### src/rtl/fetch_pkg.sv
// Shared types and constants for the instruction fetch unit.
package fetch_pkg;

  typedef enum logic [1:0] {
    REQ  = 2'd0,
    WAIT = 2'd1,
    OUT  = 2'd2,
    EXEC = 2'd3
  } fetch_state_e;

  localparam logic [31:0] RESET_PC_DEFAULT = 32'h8000_0000;

endpackage

### src/rtl/fetch_unit.sv
// Single-outstanding instruction fetch: request, wait for response, hand to decode, wait for commit.
// Optional macro FETCH_UNIT_ALIGN_CHK_EN: unaligned npc raises fetch_err without a memory access.
//
// state | meaning
// REQ   | request at pc presented, waiting for mem_req_ready
// WAIT  | request accepted, waiting for mem_rsp_valid
// OUT   | instruction held for decode until inst_ready
// EXEC  | instruction executing, waiting for npc_valid
module fetch_unit
  import fetch_pkg::*;
#(
  parameter logic [31:0] RESET_PC = RESET_PC_DEFAULT
) (
  input  logic        clk,
  input  logic        rst,
  input  logic        npc_valid,
  input  logic [31:0] npc,
  output logic        mem_req_valid,
  input  logic        mem_req_ready,
  output logic [31:0] mem_req_addr,
  input  logic        mem_rsp_valid,
  input  logic [31:0] mem_rsp_data,
  input  logic        mem_rsp_err,
  output logic        inst_valid,
  input  logic        inst_ready,
  output logic [31:0] inst,
  output logic [31:0] pc,
  output logic        fetch_err,
  output logic [31:0] fetch_cnt
);

  fetch_state_e r_state;
  fetch_state_e w_state_nxt;
  logic [31:0]  r_pc;
  logic [31:0]  r_inst;
  logic         r_err;
  logic [31:0]  r_cnt;
  logic         w_npc_misaligned;

`ifdef FETCH_UNIT_ALIGN_CHK_EN
  assign w_npc_misaligned = |npc[1:0];
`else
  assign w_npc_misaligned = 1'b0;
  logic w_unused_npc_lo;
  assign w_unused_npc_lo = ^npc[1:0];
`endif

  always_ff @(posedge clk) begin
    if (!rst) r_state <= REQ;
    else      r_state <= w_state_nxt;
  end

  always_comb begin
    w_state_nxt = r_state;
    case (r_state)
      REQ:  if (mem_req_ready) w_state_nxt = WAIT;
      WAIT: if (mem_rsp_valid) w_state_nxt = OUT;
      OUT:  if (inst_ready)    w_state_nxt = EXEC;
      EXEC: if (npc_valid)     w_state_nxt = w_npc_misaligned ? OUT : REQ;
      default:                 w_state_nxt = REQ;
    endcase
  end

  always_ff @(posedge clk) begin
    if (!rst) begin
      r_pc   <= RESET_PC;
      r_inst <= '0;
      r_err  <= 1'b0;
      r_cnt  <= '0;
    end else begin
      case (r_state)
        WAIT: if (mem_rsp_valid) begin
          r_inst <= mem_rsp_data;
          r_err  <= mem_rsp_err;
        end
        OUT: if (inst_ready) r_cnt <= r_cnt + 32'd1;
        EXEC: if (npc_valid) begin
`ifdef FETCH_UNIT_ALIGN_CHK_EN
          r_pc <= npc;
          // Misaligned target is reported as a fault without touching memory.
          if (w_npc_misaligned) begin
            r_inst <= '0;
            r_err  <= 1'b1;
          end
`else
          r_pc <= {npc[31:2], 2'b00};
`endif
        end
        default: ;
      endcase
    end
  end

  always_comb begin
    mem_req_valid = (r_state == REQ);
    inst_valid    = (r_state == OUT);
    mem_req_addr  = r_pc;
    pc            = r_pc;
    inst          = r_inst;
    fetch_err     = r_err;
    fetch_cnt     = r_cnt;
  end

endmodule

### config.mk
export PLATFORM = sky130hd
export DESIGN_NAME = fetch_unit
export DESIGN_NICKNAME = d
export VERILOG_FILES = /design/src/rtl/fetch_pkg.sv /design/src/rtl/fetch_unit.sv
export SDC_FILE = /design/constraint.sdc
export NUM_CORES = 1
export LEC_CHECK = 0
export BUFFER_PORTS_ARGS = -buffer_cell sky130_fd_sc_hd__buf_2
export CORE_AREA = 3 3 110 86
export CTS_CLUSTER_DIAMETER = 30
export DETAILED_ROUTE_END_ITERATION = 7
export DIE_AREA = 0 0 113 89
export PLACE_DENSITY = 0.86
export SLEW_MARGIN = 20
export SYNTH_ARGS = -nofsm -noshare
export SYNTH_HDL_FRONTEND = slang
export SYNTH_SLANG_ARGS = --single-unit
### constraint.sdc
create_clock -name clk -period 5.4 [get_ports clk]
set_clock_uncertainty 0.1 [all_clocks]
set_input_delay 0.27 -clock clk [delete_from_list [all_inputs] [get_ports clk]]
set_output_delay 0.27 -clock clk [all_outputs]
set_load 0.05 [all_outputs]
==> impl_metrics.env <==
export IMPL_status="finished, final reports clean"
export IMPL_p_sw_frac=0.363
export IMPL_ys_ff_latch=97
export IMPL_drc=0
export IMPL_path_max_fanout=8
export IMPL_via_per_inst=5.14
export IMPL_fmax_mhz=406
export IMPL_wl_per_cell_um=13.7
export IMPL_grt_max_degree=61
export IMPL_antenna_found_initial=0
export IMPL_grt_pass1_vias=3627
export IMPL_yosys_area_top_type_share=0.466
export IMPL_cts_sinks=97
export IMPL_drive_above_1_share=0.328
export IMPL_fin_crit_ps=2460
export IMPL_tightest_slew_ps=994
export IMPL_ant_nets=0
export IMPL_finalCritPeriodShare=0.456
export IMPL_setup_viol=0
export IMPL_ir_worst_vdd_uv=262
export IMPL_cp_arrival_ps=2620
export IMPL_p_leak_nw=2.33
export IMPL_grtUsageMet3=0.0528
export IMPL_grtUsageMet2=0.357
export IMPL_synth_avg_cell_area_um2=8.06
export IMPL_endpoint_kind="flip-flop"
export IMPL_root_buffer="clkbuf_16"
export IMPL_power_density_nw_per_um2=373
export IMPL_hold_viol=0
export IMPL_rsz0062_at_grt="no"
export IMPL_dpl_hpwl_um=7790
export IMPL_drtIter0Drc=192
export IMPL_num_vias=3981
export IMPL_clock_path_buffers=2
export IMPL_synth_async_reset_ratio=0
export IMPL_maxSlewHeadroom=0.336
export IMPL_core_area_um2=8420
export IMPL_ios=202
export IMPL_initial_core_util=0.495
export IMPL_crit_type="flip-flop to flip-flop"
export IMPL_instances_no_fill=775
export IMPL_track_usage=0.199
export IMPL_yosys_top_cells_count="nand2_1 (145), dfxtp_1 (97), a21oi_1 (77)"
export IMPL_seqPwrFrac=0.416
export IMPL_rows=29
export IMPL_required_ps=5560
export IMPL_p_clk_frac=0.306
export IMPL_num_antenna_cells=0
export IMPL_yosys_area_top_type="dfxtp_1"
export IMPL_p_sw_w=0.000703
export IMPL_r2r_start="r_state[0]$_SDFFE_PN0P_"
export IMPL_synth_edf_count=0
export IMPL_dp_slack_ps=2960
export IMPL_grt_first_pass_wirelength_um=16500
export IMPL_postCtsHoldBufs=0
export IMPL_syn_inst=517
export IMPL_hold_path_cell_count=3
export IMPL_clk_latency_ps=330
export IMPL_grt_overflow_total=0
export IMPL_cts_resized=0
export IMPL_syn2layout_area_growth_pct=24.6
export IMPL_worstReg2RegEnd="fetch_cnt[11]$_SDFFE_PN0P_"
export IMPL_syn_cell_area_um2=4170
export IMPL_tns_ps=0
export IMPL_grt_busiest_layer="met2"
export IMPL_dp_cells=759
export IMPL_dr_pass1_iters=4
export IMPL_startpoint_type="flip-flop"
export IMPL_yosys_top_cells_area="dfxtp_1 (47%), nand2_1 (13%), a21oi_1 (9.2%)"
export IMPL_synth_distinct_cells=38
export IMPL_die_area_um2=10100
export IMPL_crit_path_start="r_state[0]$_SDFFE_PN0P_"
export IMPL_setup_ws_ps=2940
export IMPL_synthMostInstantiatedCell="nand2_1"
export IMPL_endpoint="fetch_cnt[11]$_SDFFE_PN0P_"
export IMPL_port_buffers=195
export IMPL_clkTransAtPathRegs_ps=60
export IMPL_use_met1=0.228
export IMPL_ys_warn_count=0
export IMPL_cts_setup_buffers=0
export IMPL_min_delay_path_class="input port to flip-flop"
export IMPL_layout_nets=739
export IMPL_r2r_cells=6
export IMPL_h_tree_depth=3
export IMPL_synth_seq_area_share=0.466
export IMPL_internal_power_w=0.00124
export IMPL_drv_cap=0
export IMPL_comb_power_share=0.278
export IMPL_gp_congestion=0.892
export IMPL_synth_main_ff_cell="dfxtp_1"
export IMPL_routed_wl_um=10600
export IMPL_die_h_um=89
export IMPL_r2r_setup_slack_ps=2940
export IMPL_die_x_um=113
export IMPL_cts_tree="done"
export IMPL_numCtsBuffers=9
export IMPL_drv_slew=0
[cell type report]
| cell class | instances | area (um2) |
|---|---|---|
| Timing Repair Buffer | 196 | 983 |
| Multi-Input combinational cell | 347 | 1810 |
| Fill cell | 752 | 3220 |
| Clock buffer | 12 | 256 |
| Clock inverter | 4 | 27.5 |
| Tap cell | 108 | 135 |
| Sequential cell | 97 | 1940 |
| Inverter | 11 | 41.3 |
[placed cells by master, fill, tap and decap left out, types with 7 or more instances in the layout]
cell and instances:
nor2_1 14, nand4_1 8, a21oi_1 77, inv_1 10
dfxtp_1 97, o31ai_1 10, or4_1 10, buf_2 195
clkbuf_16 9, nand3_1 11, nand2_1 144, nor4_1 7
[per-stage QoR]
| step | util | hold slack (ps) | power (W) | cell area, um2 |
|---|---|---|---|---|
| global route | 0.617 | 49.1 | 0.00204 | 5200 |
| floorplan | - | 294 | 0.00125 | 4180 |
| detailed placement | 0.583 | 343 | 0.00136 | 4910 |
| finish | 0.617 | 45.9 | 0.00194 | 5200 |
| CTS | 0.617 | 34.3 | 0.00196 | 5190 |
| global placement | 0.583 | 339 | 0.00135 | 4910 |
[power groups by stage]
| stage | logic (W) | clock network (W) | registers (W) |
|---|---|---|---|
| after floorplan | 0.000267 | 0 | 0.000988 |
| after global placement | 0.000529 | 0 | 0.000817 |
| after detailed placement | 0.000542 | 0 | 0.000822 |
| after CTS | 0.000542 | 0.000612 | 0.000807 |
| after global routing | 0.000583 | 0.000640 | 0.000813 |
| final | 0.000539 | 0.000593 | 0.000806 |
[kinds of logic after synthesis]
group | Yosys count | synth area share
xor gates and xnor gates | 10 | 0.0210
buffers and inverters | 76 | 0.104
adders and majority gates | 6 | 0.0180
other | 1 | 0.000899
muxes | 6 | 0.0144
AOI/OAI and AO/OA | 97 | 0.128
and+or+nand+nor | 224 | 0.248
DFF | 97 | 0.466
[worst max-delay path: stages (launching register included)]
cell     delay, ps
dfxtp_1        340
inv_1          110
ha_1           300
and4_1         380
or4b_1         570
or4_1          450
a21oi_1        150
[worst min path at each step]
stage,slack [ps],endpoint,start
final,50,mem_req_addr[31]$_SDFFE_PN1P_,npc[31]
after global routing,50,mem_req_addr[31]$_SDFFE_PN1P_,npc[31]
after CTS,30,mem_req_addr[31]$_SDFFE_PN1P_,npc[31]
after detailed placement,340,inst[30]$_SDFFE_PN0P_,inst[30]$_SDFFE_PN0P_
after global placement,340,inst[30]$_SDFFE_PN0P_,inst[30]$_SDFFE_PN0P_
after floorplan,290,mem_req_addr[31]$_SDFFE_PN1P_,npc[31]
[per-layer routing]
layer	wire length (um)	up-vias
li1	-	1990
met2	5230	163
met1	4310	1804
met3	815	24
met5	0	-
met4	262	0
[state kept, by name (all words and copies together) (netlist names)]
register      count
r_state           2
inst             32
fetch_cnt        32
mem_req_addr     30
fetch_err         1
Power figures use the tool's default switching activity.
